===== config.mk =====
export PLATFORM = sky130hd
export DESIGN_NAME = vga_timing_gen_flat
export DESIGN_NICKNAME = d
export VERILOG_FILES = /design/src/rtl/vga_timing_pkg.sv /design/src/rtl/vga_timing_gen_if.sv /design/src/rtl/vga_timing_gen_pix_strobe_div.sv /design/src/rtl/vga_timing_gen.sv /design/src/flat_wrapper.sv
export SDC_FILE = /design/constraint.sdc
export NUM_CORES = 1
export LEC_CHECK = 0
export ABC_AREA = 1
export CAP_MARGIN = 20
export CORE_ASPECT_RATIO = 0.7
export CORE_MARGIN = 2
export CORE_UTILIZATION = 35
export CTS_CLUSTER_DIAMETER = 40
export CTS_CLUSTER_SIZE = 30
export DETAILED_ROUTE_END_ITERATION = 7
export PLACE_DENSITY = 0.53
export SLEW_MARGIN = 0
export SYNTH_ARGS = -nofsm -noshare
export SYNTH_HDL_FRONTEND = slang
export SYNTH_SLANG_ARGS = --single-unit

===== constraint.sdc =====
create_clock -name i_clk -period 3.35 [get_ports i_clk]
set_input_delay 0.67 -clock i_clk [delete_from_list [all_inputs] [get_ports i_clk]]
set_output_delay 0.67 -clock i_clk [all_outputs]
set_load 0.05 [all_outputs]

===== src/rtl/vga_timing_pkg.sv =====
// Shared constants for the 640x480@60 VGA timing generator.
//   - Horizontal/vertical timing (pixels / lines) and their totals
//   - Coordinate widths for the x (column) and y (row) outputs
//   - Default sync polarity (0 = active-low)
package vga_timing_pkg;

    localparam int unsigned HActive = 640;
    localparam int unsigned HFp     = 16;
    localparam int unsigned HSync   = 96;
    localparam int unsigned HBp     = 48;
    localparam int unsigned HTotal  = HActive + HFp + HSync + HBp;

    localparam int unsigned VActive = 480;
    localparam int unsigned VFp     = 10;
    localparam int unsigned VSync   = 2;
    localparam int unsigned VBp     = 33;
    localparam int unsigned VTotal  = VActive + VFp + VSync + VBp;

    localparam int unsigned XW = 11;
    localparam int unsigned YW = 10;

    localparam bit SyncPol = 1'b0;

endpackage


===== src/rtl/vga_timing_gen_if.sv =====
// Raster output bundle of vga_timing_gen.
//   pix_en      : one-clock pixel strobe
//   x / y       : 1-based active coordinates, 0 during blanking
//   active      : inside the visible area
//   hsync/vsync : sync pins, asserted at the configured polarity
//   frame_start : high for one pixel period at raster position (0,0)
// master = timing generator, slave = downstream image generator.
interface vga_timing_gen_if;
    import vga_timing_pkg::*;

    logic          pix_en;
    logic [XW-1:0] x;
    logic [YW-1:0] y;
    logic          active;
    logic          hsync;
    logic          vsync;
    logic          frame_start;

    modport master (
        output pix_en,
        output x,
        output y,
        output active,
        output hsync,
        output vsync,
        output frame_start
    );

    modport slave (
        input pix_en,
        input x,
        input y,
        input active,
        input hsync,
        input vsync,
        input frame_start
    );

endinterface


===== src/rtl/vga_timing_gen_pix_strobe_div.sv =====
// Pixel-rate strobe divider.
//   clk_i    : system clock
//   rst_ni   : synchronous active-low reset
//   pix_en_o : registered strobe, high for one clock every ClkDiv clocks
// The strobe register samples the terminal count, so the first strobe after
// reset release appears in the ClkDiv-th clock.
module pix_strobe_div #(
    parameter int unsigned ClkDiv = 4
) (
    input  logic clk_i,
    input  logic rst_ni,
    output logic pix_en_o
);

    localparam int unsigned CntW = (ClkDiv > 1) ? $clog2(ClkDiv) : 1;
    localparam logic [CntW-1:0] CntLast = CntW'(ClkDiv - 1);

    logic [CntW-1:0] div_cnt_q, div_cnt_d;
    logic            pix_en_q, pix_en_d;

    always_comb begin
        div_cnt_d = (div_cnt_q == CntLast) ? '0 : div_cnt_q + CntW'(1);
        pix_en_d  = (div_cnt_q == CntLast);
    end

    always_ff @(posedge clk_i) begin
        if (!rst_ni) begin
            div_cnt_q <= '0;
            pix_en_q  <= 1'b0;
        end else begin
            div_cnt_q <= div_cnt_d;
            pix_en_q  <= pix_en_d;
        end
    end

    assign pix_en_o = pix_en_q;

endmodule


===== src/rtl/vga_timing_gen.sv =====
// VGA raster timing generator (640x480@60 by default) with integrated pixel
// strobe.
//   i_clk   : system clock
//   i_rst_n : synchronous active-low reset
//   vga     : raster outputs (pix_en, x, y, active, hsync, vsync, frame_start)
// Counters advance on the pixel strobe; all outputs are registered from the
// decode of the advanced counter values, so a position is presented one clock
// after the strobe that advanced to it and holds for CLK_DIV clocks.
// Build option VGA_TIMING_SYNC_DELAY_EN: hsync, vsync and frame_start get one
// extra pixel-strobe register stage so they lag x/y/active by one pixel.
module vga_timing_gen
    import vga_timing_pkg::*;
#(
    parameter int unsigned CLK_DIV  = 4,
    parameter int unsigned H_ACTIVE = HActive,
    parameter int unsigned H_FP     = HFp,
    parameter int unsigned H_SYNC   = HSync,
    parameter int unsigned H_BP     = HBp,
    parameter int unsigned V_ACTIVE = VActive,
    parameter int unsigned V_FP     = VFp,
    parameter int unsigned V_SYNC   = VSync,
    parameter int unsigned V_BP     = VBp,
    parameter bit          SYNC_POL = SyncPol
) (
    input  logic             i_clk,
    input  logic             i_rst_n,
    vga_timing_gen_if.master vga
);

    localparam int unsigned H_TOTAL = H_ACTIVE + H_FP + H_SYNC + H_BP;
    localparam int unsigned V_TOTAL = V_ACTIVE + V_FP + V_SYNC + V_BP;

    localparam logic [XW-1:0] HLast      = XW'(H_TOTAL - 1);
    localparam logic [XW-1:0] HAct       = XW'(H_ACTIVE);
    localparam logic [XW-1:0] HSyncStart = XW'(H_ACTIVE + H_FP);
    localparam logic [XW-1:0] HSyncEnd   = XW'(H_ACTIVE + H_FP + H_SYNC - 1);

    localparam logic [YW-1:0] VLast      = YW'(V_TOTAL - 1);
    localparam logic [YW-1:0] VAct       = YW'(V_ACTIVE);
    localparam logic [YW-1:0] VSyncStart = YW'(V_ACTIVE + V_FP);
    localparam logic [YW-1:0] VSyncEnd   = YW'(V_ACTIVE + V_FP + V_SYNC - 1);

    logic pix_en;

    pix_strobe_div #(
        .ClkDiv (CLK_DIV)
    ) u_pix_strobe_div (
        .clk_i    (i_clk),
        .rst_ni   (i_rst_n),
        .pix_en_o (pix_en)
    );

    logic [XW-1:0] h_cnt_q, h_cnt_d;
    logic [YW-1:0] v_cnt_q, v_cnt_d;

    logic [XW-1:0] x_q, x_d;
    logic [YW-1:0] y_q, y_d;
    logic          active_q, active_d;
    logic          hsync_q, hsync_d;
    logic          vsync_q, vsync_d;
    logic          frame_start_q, frame_start_d;

    // Raster counters: v advances only when h wraps.
    always_comb begin
        h_cnt_d = h_cnt_q;
        v_cnt_d = v_cnt_q;
        if (pix_en) begin
            if (h_cnt_q == HLast) begin
                h_cnt_d = '0;
                v_cnt_d = (v_cnt_q == VLast) ? '0 : v_cnt_q + YW'(1);
            end else begin
                h_cnt_d = h_cnt_q + XW'(1);
            end
        end
    end

    // Decode on the advanced values so outputs line up with the new position.
    always_comb begin
        active_d      = (h_cnt_d < HAct) && (v_cnt_d < VAct);
        x_d           = active_d ? h_cnt_d + XW'(1) : '0;
        y_d           = active_d ? v_cnt_d + YW'(1) : '0;
        hsync_d       = ((h_cnt_d >= HSyncStart) && (h_cnt_d <= HSyncEnd)) ? SYNC_POL : ~SYNC_POL;
        vsync_d       = ((v_cnt_d >= VSyncStart) && (v_cnt_d <= VSyncEnd)) ? SYNC_POL : ~SYNC_POL;
        frame_start_d = (h_cnt_d == '0) && (v_cnt_d == '0);
    end

    // Reset parks the counters at the last position so the first strobe lands
    // on (0,0).
    always_ff @(posedge i_clk) begin
        if (!i_rst_n) begin
            h_cnt_q       <= HLast;
            v_cnt_q       <= VLast;
            x_q           <= '0;
            y_q           <= '0;
            active_q      <= 1'b0;
            hsync_q       <= ~SYNC_POL;
            vsync_q       <= ~SYNC_POL;
            frame_start_q <= 1'b0;
        end else if (pix_en) begin
            h_cnt_q       <= h_cnt_d;
            v_cnt_q       <= v_cnt_d;
            x_q           <= x_d;
            y_q           <= y_d;
            active_q      <= active_d;
            hsync_q       <= hsync_d;
            vsync_q       <= vsync_d;
            frame_start_q <= frame_start_d;
        end
    end

`ifdef VGA_TIMING_SYNC_DELAY_EN
    // One-pixel lag to match a registered RGB stage downstream.
    logic hsync_dly_q, vsync_dly_q, frame_start_dly_q;

    always_ff @(posedge i_clk) begin
        if (!i_rst_n) begin
            hsync_dly_q       <= ~SYNC_POL;
            vsync_dly_q       <= ~SYNC_POL;
            frame_start_dly_q <= 1'b0;
        end else if (pix_en) begin
            hsync_dly_q       <= hsync_q;
            vsync_dly_q       <= vsync_q;
            frame_start_dly_q <= frame_start_q;
        end
    end

    assign vga.hsync       = hsync_dly_q;
    assign vga.vsync       = vsync_dly_q;
    assign vga.frame_start = frame_start_dly_q;
`else
    assign vga.hsync       = hsync_q;
    assign vga.vsync       = vsync_q;
    assign vga.frame_start = frame_start_q;
`endif

    assign vga.pix_en = pix_en;
    assign vga.x      = x_q;
    assign vga.y      = y_q;
    assign vga.active = active_q;

endmodule

===== src/flat_wrapper.sv =====
// flat-port wrapper written by rule: the top's interface ports become plain ports
module vga_timing_gen_flat import vga_timing_pkg::*;
#(
    parameter int unsigned CLK_DIV  = 4,
    parameter int unsigned H_ACTIVE = HActive,
    parameter int unsigned H_FP     = HFp,
    parameter int unsigned H_SYNC   = HSync,
    parameter int unsigned H_BP     = HBp,
    parameter int unsigned V_ACTIVE = VActive,
    parameter int unsigned V_FP     = VFp,
    parameter int unsigned V_SYNC   = VSync,
    parameter int unsigned V_BP     = VBp,
    parameter bit          SYNC_POL = SyncPol
)
  (i_clk, i_rst_n, vga_pix_en, vga_x, vga_y, vga_active, vga_hsync, vga_vsync, vga_frame_start);
  vga_timing_gen_if vga_i ();
  input  logic i_clk;
  input  logic i_rst_n;
  output wire logic [$bits(vga_i.pix_en)-1:0] vga_pix_en;
  output wire logic [$bits(vga_i.x)-1:0] vga_x;
  output wire logic [$bits(vga_i.y)-1:0] vga_y;
  output wire logic [$bits(vga_i.active)-1:0] vga_active;
  output wire logic [$bits(vga_i.hsync)-1:0] vga_hsync;
  output wire logic [$bits(vga_i.vsync)-1:0] vga_vsync;
  output wire logic [$bits(vga_i.frame_start)-1:0] vga_frame_start;
  assign vga_pix_en = vga_i.pix_en;
  assign vga_x = vga_i.x;
  assign vga_y = vga_i.y;
  assign vga_active = vga_i.active;
  assign vga_hsync = vga_i.hsync;
  assign vga_vsync = vga_i.vsync;
  assign vga_frame_start = vga_i.frame_start;
  vga_timing_gen #(.CLK_DIV(CLK_DIV), .H_ACTIVE(H_ACTIVE), .H_FP(H_FP), .H_SYNC(H_SYNC), .H_BP(H_BP), .V_ACTIVE(V_ACTIVE), .V_FP(V_FP), .V_SYNC(V_SYNC), .V_BP(V_BP), .SYNC_POL(SYNC_POL)) u_core (.i_clk(i_clk), .i_rst_n(i_rst_n), .vga(vga_i));
endmodule

==> results of run 1 <==
==> cell families (layout without fill, tap and decap cells) <==
logic type / Yosys count / in the layout / share of synthesized area, %
buffers and inverters: 65 / 96 / 8.94
xor gates and xnor gates: 4 / 4 / 1.25
DFF: 49 / 49 / 35.0
and+or+nand+nor: 266 / 266 / 44.4
AOI/OAI and AO/OA: 31 / 31 / 6.39
adders and majority gates: 9 / 9 / 4.02
==> cell usage after synthesis (all sizes together) <==
cell type	number
buf	2
xor2	4
o21ai	21
nor3b	2
nor2	59
nor3	5
inv	55
dfxtp	49
clkinv	1
nand3b	5
nand3	34
nand2	143
nand4	18
a21o	1
o21bai	4
ha	9
a21oi	5
clkbuf	7
==> sequential cells by signal, summed over array words and instances (netlist names) <==
signal                             count
u_core.h_cnt_q                        11
u_core.u_pix_strobe_div.div_cnt_q      2
u_core.u_pix_strobe_div.pix_en_o       1
u_core.v_cnt_q                        10
u_core.vga.active                      1
u_core.vga.frame_start                 1
u_core.vga.hsync                       1
u_core.vga.vsync                       1
u_core.vga.x                          11
u_core.vga.y                          10
==> worst max-delay path, delay by kind of cell (launching register included) <==
family / cells / cell delay [ps]
and+or+nand+nor: 12 / 1460
adders and majority gates: 2 / 470
DFF: 1 / 380
buffers and inverters: 1 / 80
==> worst max path at each step <==
stage | startpoint | endpoint | slack [ps] | cells past startpoint
finish | u_core.h_cnt_q[0] | u_core.vga.frame_start | 910 | 15
global placement | u_core.h_cnt_q[0] | u_core.vga.x[8] | 990 | 15
detailed placement | u_core.h_cnt_q[0] | u_core.vga.frame_start | 950 | 15
floorplan | u_core.u_pix_strobe_div.pix_en_o | u_core.vga.x[8] | 1120 | 12
global route | u_core.h_cnt_q[0] | u_core.vga.x[8] | 650 | 15
CTS | u_core.h_cnt_q[0] | u_core.vga.frame_start | 920 | 15
==> layout make-up <==
| class | instances | area, sq um | share of cell area [%] |
|---|---|---|---|
| multi-input cells | 310 | 1570 | 46.9 |
| flip-flops and latches | 49 | 981 | 29.3 |
| repair buffers | 32 | 308 | 9.21 |
| inverters | 56 | 213 | 6.36 |
| well taps | 101 | 126 | 3.78 |
| clock buffers | 5 | 125 | 3.74 |
| clock inverters | 3 | 21.3 | 0.636 |
==> power groups by stage <==
stage	clock [W]	sequential [W]	combinational (W)
after floorplan	0	0.000614	0.000147
after global placement	0	0.000614	0.000193
after detailed placement	0	0.000614	0.000192
after CTS	0.000524	0.000601	0.000193
after global routing	0.000555	0.000602	0.000215
final	0.000512	0.000601	0.000194
==> metal layers <==
| metal | track usage [%] | up-vias |
|---|---|---|
| met1 | 24.8 | 1201 |
| li1 | - | 1408 |
| met5 | 0 | - |
| met4 | 4.13 | 0 |
| met3 | 2.98 | 9 |
| met2 | 27.0 | 67 |
==> per-stage QoR <==
step | std cells | setup WS (ps)
after floorplan | 424 | 1120
after global placement | 548 | 992
after detailed placement | 548 | 953
after CTS | 556 | 924
after global routing | 556 | 645
final | 556 | 911
==> flow_summary.ini, run 1 <==
[run_status]
status = completed

[critical_path]
critical_path.slowest_cell = dfxtp_1
path_class = register to register
r2r_slack_ps = 910
cp_cell_sequence = ha_1 > nand2_2 > inv_2 > nand2_4 > nor3_4 > nand2_1 > nand2_2 > ha_1 > nand4_1 > nand3b_1 > nor2_1 > nand4_1 > nor2_1 > nand2_1 > nand2_1
crit_top_cell = nand2_1
worstSetupEndpointType = register
r2r_end = u_core.vga.frame_start
reg2reg_depth = 15
arrival_ps = 2670
cp_max_fo = 8
crit_path_max_incr_delay_ps = 380
cp-start-kind = register
cp.required_ps = 3590
reg2reg_from = u_core.h_cnt_q[0]

[die]
dieArea_sq_mm = 0.00874
placementRows = 27
die_h_microns = 78.8
core_area_sq_mm = 0.00780
floorplan.die.width_microns = 111
start_util_pct = 35.9
top_level_ports = 28

[timing]
fin_setup_tns_ps = 0
max_freq_ghz = 0.410
setup_violations = 0
clock_skew_ps = 5.70
slew_viol_final = 0
hold_violations = 0
min_period_ps = 2440
tightestPinTransition_ps = 504
hold_slack_ps = 433
rsz0062_at_grt = no
period_share_pct = 72.8
slew_headroom_pct = 66.3

[synth]
synth_seq_cells = 49
ys_seq_area_share_pct = 35.0
yosysWarnings = 0
synthTopCellsByArea = dfxtp_1 35%, nand2_1 18%, inv_1 6.6%
yosysTopAreaCell = dfxtp_1
synth_cell_types = 33
syn-cell-area_sq_mm = 0.00280
synth_area_per_cell_sq_um = 6.60
synth_fp_nets = 435
synthCells = 424
synth_top_area_share_pct = 35.0

[drt]
drc_errors = 0
dr.pass1.iters = 4
drtAntennaViolNets = 0
drtIter0Drc = 139
wl_mm = 7.21
dr_wl_met2_mm = 3.03
route.top_layer_used = met4
wl_met1_mm = 3.85
met3_length_microns = 256
viasPerCell = 4.83
wl_per_cell_microns = 13.0
vias = 2685

[worst_hold_path]
hold_class = register to register
min_to = u_core.u_pix_strobe_div.div_cnt_q[0]
hold_start = u_core.u_pix_strobe_div.div_cnt_q[0]
min_delay_path_depth = 1

[clock_network]
numCtsBuffers = 5
clock_path_buffers = 2
post_cts_buffers = 0
htreeDepth = 2
cts.clk_slew.worst_paths_ps = 70
hold_buffers = 0
clockRootBuffer = clkbuf_16
clock_sinks = 49
clk_latency_ps = 290
cts_resized = 0
cts_tree = done

[place]
postPlaceCellArea_sq_mm = 0.00320
dp_hpwl_mm = 5.49
portBuffers = 27
place_congestion = 0.878

[finish]
final_layout_size_suffix_gt1_share_pct = 10.1
area_delta_synth_final_pct = 19.4
diodes = 0
fillers = 806
final_area_sq_mm = 0.00334
final_core_util_pct = 42.8
num-nets-final = 465
final_cell_mix = 135 x nand2_1, 49 x nor2_1, 49 x inv_1, 49 x dfxtp_1, 31 x nand3_1
mostFrequentLayoutCell = nand2_1

[pwr]
power.internal_w = 0.000926
power_density_mw_per_mm2 = 391
p_leak_nw = 1.65
peakVddDrop_mv = 0.193
seqPwrFrac_pct = 46.0
pwr-share-comb_pct = 14.9
swShare_pct = 29.2
p_sw_w = 0.000381
clkPwrFrac_pct = 39.2
finalPower_w = 0.00131

[grt]
grtUsageTotal_pct = 17.2
grt_pass1_wl_mm = 12.2
grt_max_degree = 23
antenna_found_initial = 0
grt.overflow.total = 0
grt_pass1_vias = 2512

[run]
maxCapViolations = 0
(Power assumes the default switching activity.)
==> run 2: changes to the inputs <==
==> constraint.sdc (replaced) <==
create_clock -name i_clk -period 2.5 [get_ports i_clk]
set_input_delay 0.5 -clock i_clk [delete_from_list [all_inputs] [get_ports i_clk]]
set_output_delay 0.5 -clock i_clk [all_outputs]
set_load 0.05 [all_outputs]
==> flow_summary.ini, run 2 (synthesis results as in run 1) <==
[clock_network]
clock_path_buffers = 2
cts_tree = done
clockRootBuffer = clkbuf_16
cts.clk_slew.worst_paths_ps = 60
clk_latency_ps = 290
numCtsBuffers = 5
htreeDepth = 2
clock_sinks = 49
hold_buffers = 0

[timing]
clock_skew_ps = 5.73
setup_violations = 0
slew_viol_final = 0
setup_slack_ps = 204
min_period_ps = 2300
fin_setup_tns_ps = 0
period_share_pct = 91.9
max_freq_ghz = 0.435
hold_slack_ps = 430
tightestPinTransition_ps = 513
hold_violations = 0
slew_headroom_pct = 65.7

[drt]
drtAntennaViolNets = 0
drtIter0Drc = 140
wl_per_cell_microns = 13.1
wl_mm = 7.43
viasPerCell = 4.85
dr.pass1.iters = 7
drc_errors = 0
vias = 2749

[critical_path]
cp.required_ps = 2740
worst-path-buf-inv = 2
crit_path_max_incr_delay_ps = 360
cp-start-kind = register
cp_top_family = simple AND/OR/NAND/NOR gates
critical_path.slowest_cell = dfxtp_1
cp_cell_sequence = ha_2 > nand2_2 > inv_2 > nand2_4 > nor2_8 > nand2_4 > nand2_1 > o21ai_4 > inv_1 > ha_1 > nand4_1 > nand3b_1 > nor2_1 > nand4_1 > nor2_1 > nand2_1 > nand2_1
path_class = register to register
cp_max_fo = 8
worstSetupEndpointType = register
arrival_ps = 2540
crit_top_cell = nand2_1

[place]
place_congestion = 0.850
postPlaceCellArea_sq_mm = 0.00325
dp_cells = 556
portBuffers = 27
dp_hpwl_mm = 5.80
detailedPlace.worstSlack_ps = 133

[die]
start_util_pct = 35.9
dieArea_sq_mm = 0.00874
die_h_microns = 78.8
placementRows = 27
floorplan.die.width_microns = 111
core_area_sq_mm = 0.00780
top_level_ports = 28

[pwr]
peakVddDrop_mv = 0.279
power_density_mw_per_mm2 = 525
p_leak_nw = 1.71

[grt]
grt_pass1_wl_mm = 12.4
grt_pass1_vias = 2527
antenna_found_initial = 0
grt_max_degree = 20
grtUsageTotal_pct = 17.8
grt.overflow.total = 0

[finish]
final_layout_size_suffix_gt1_share_pct = 13.3
fillers = 804
instances_no_fill = 567
final_cell_mix = 135 x nand2_1, 49 x inv_1, 48 x nor2_1, 48 x dfxtp_1, 30 x nand3_1
num-nets-final = 476
final_area_sq_mm = 0.00346
diodes = 0
area_delta_synth_final_pct = 23.5
mostFrequentLayoutCell = nand2_1

[run_status]
status = completed

[worst_hold_path]
hold_class = register to register

[run]
maxCapViolations = 0
==> run 2: changes by cell type in the layout (fill, tap and decap cells not counted), sizes merged <==
| cell | change |
|---|---|
| inv | -1 |
| buf | +12 |
| clkinvlp | -1 |
| clkbuf | +2 |
| clkdlybuf4s50 | -1 |
==> run 2: per-stage QoR <==
| stage | util (%) | power, W |
|---|---|---|
| 2_1_floorplan | - | 0.00102 |
| 3_3_place_gp | 41.7 | 0.00109 |
| 3_5_place_dp | 41.7 | 0.00109 |
| 4_1_cts | 43.7 | 0.00182 |
| 5_1_grt | 44.3 | 0.00191 |
| 6_report | 44.3 | 0.00182 |
==> run 2: worst paths after layout <==
kind                                         from                                   end  slack [ps]  cells after the start
max                             u_core.h_cnt_q[1]                u_core.vga.frame_start         200                     17
min          u_core.u_pix_strobe_div.div_cnt_q[0]  u_core.u_pix_strobe_div.div_cnt_q[0]         430                      1
max reg2reg                     u_core.h_cnt_q[1]                u_core.vga.frame_start         200                     17
min reg2reg  u_core.u_pix_strobe_div.div_cnt_q[0]  u_core.u_pix_strobe_div.div_cnt_q[0]         430                      1
==> run 2: routing by layer <==
| layer | global-route usage, % | wire, microns | up-vias |
|---|---|---|---|
| met5 | 0 | 0 | - |
| met4 | 4.88 | 74 | 0 |
| met3 | 3.66 | 432 | 8 |
| met2 | 27.5 | 3170 | 71 |
| met1 | 25.2 | 3750 | 1242 |
| li1 | - | - | 1428 |
==> run 2: power by group <==
part           internal (W)  switching (W)  total [W]
Combinational     0.0000989       0.000195   0.000293
Clock              0.000424       0.000292   0.000716
Sequential         0.000794      0.0000121   0.000806
Total               0.00132       0.000498    0.00182
==> run 2: what timing repair did <==
action | CTS | global route
resized for setup | 0 | 6
hold endpoints to repair | 0 | 0
endpoints found under the setup margin | 0 | 6
buffers inserted | 0 | 3
==> run 2: layout make-up <==
class / instances / area, sq um / share of cell area, %
Tap cell: 101 / 126 / 3.65
Multi-Input combinational cell: 310 / 1590 / 46.0
Inverter: 56 / 213 / 6.15
Clock inverter: 1 / 5.00 / 0.145
Timing Repair Buffer: 43 / 388 / 11.2
Clock buffer: 7 / 153 / 4.41
Sequential cell: 49 / 982 / 28.4
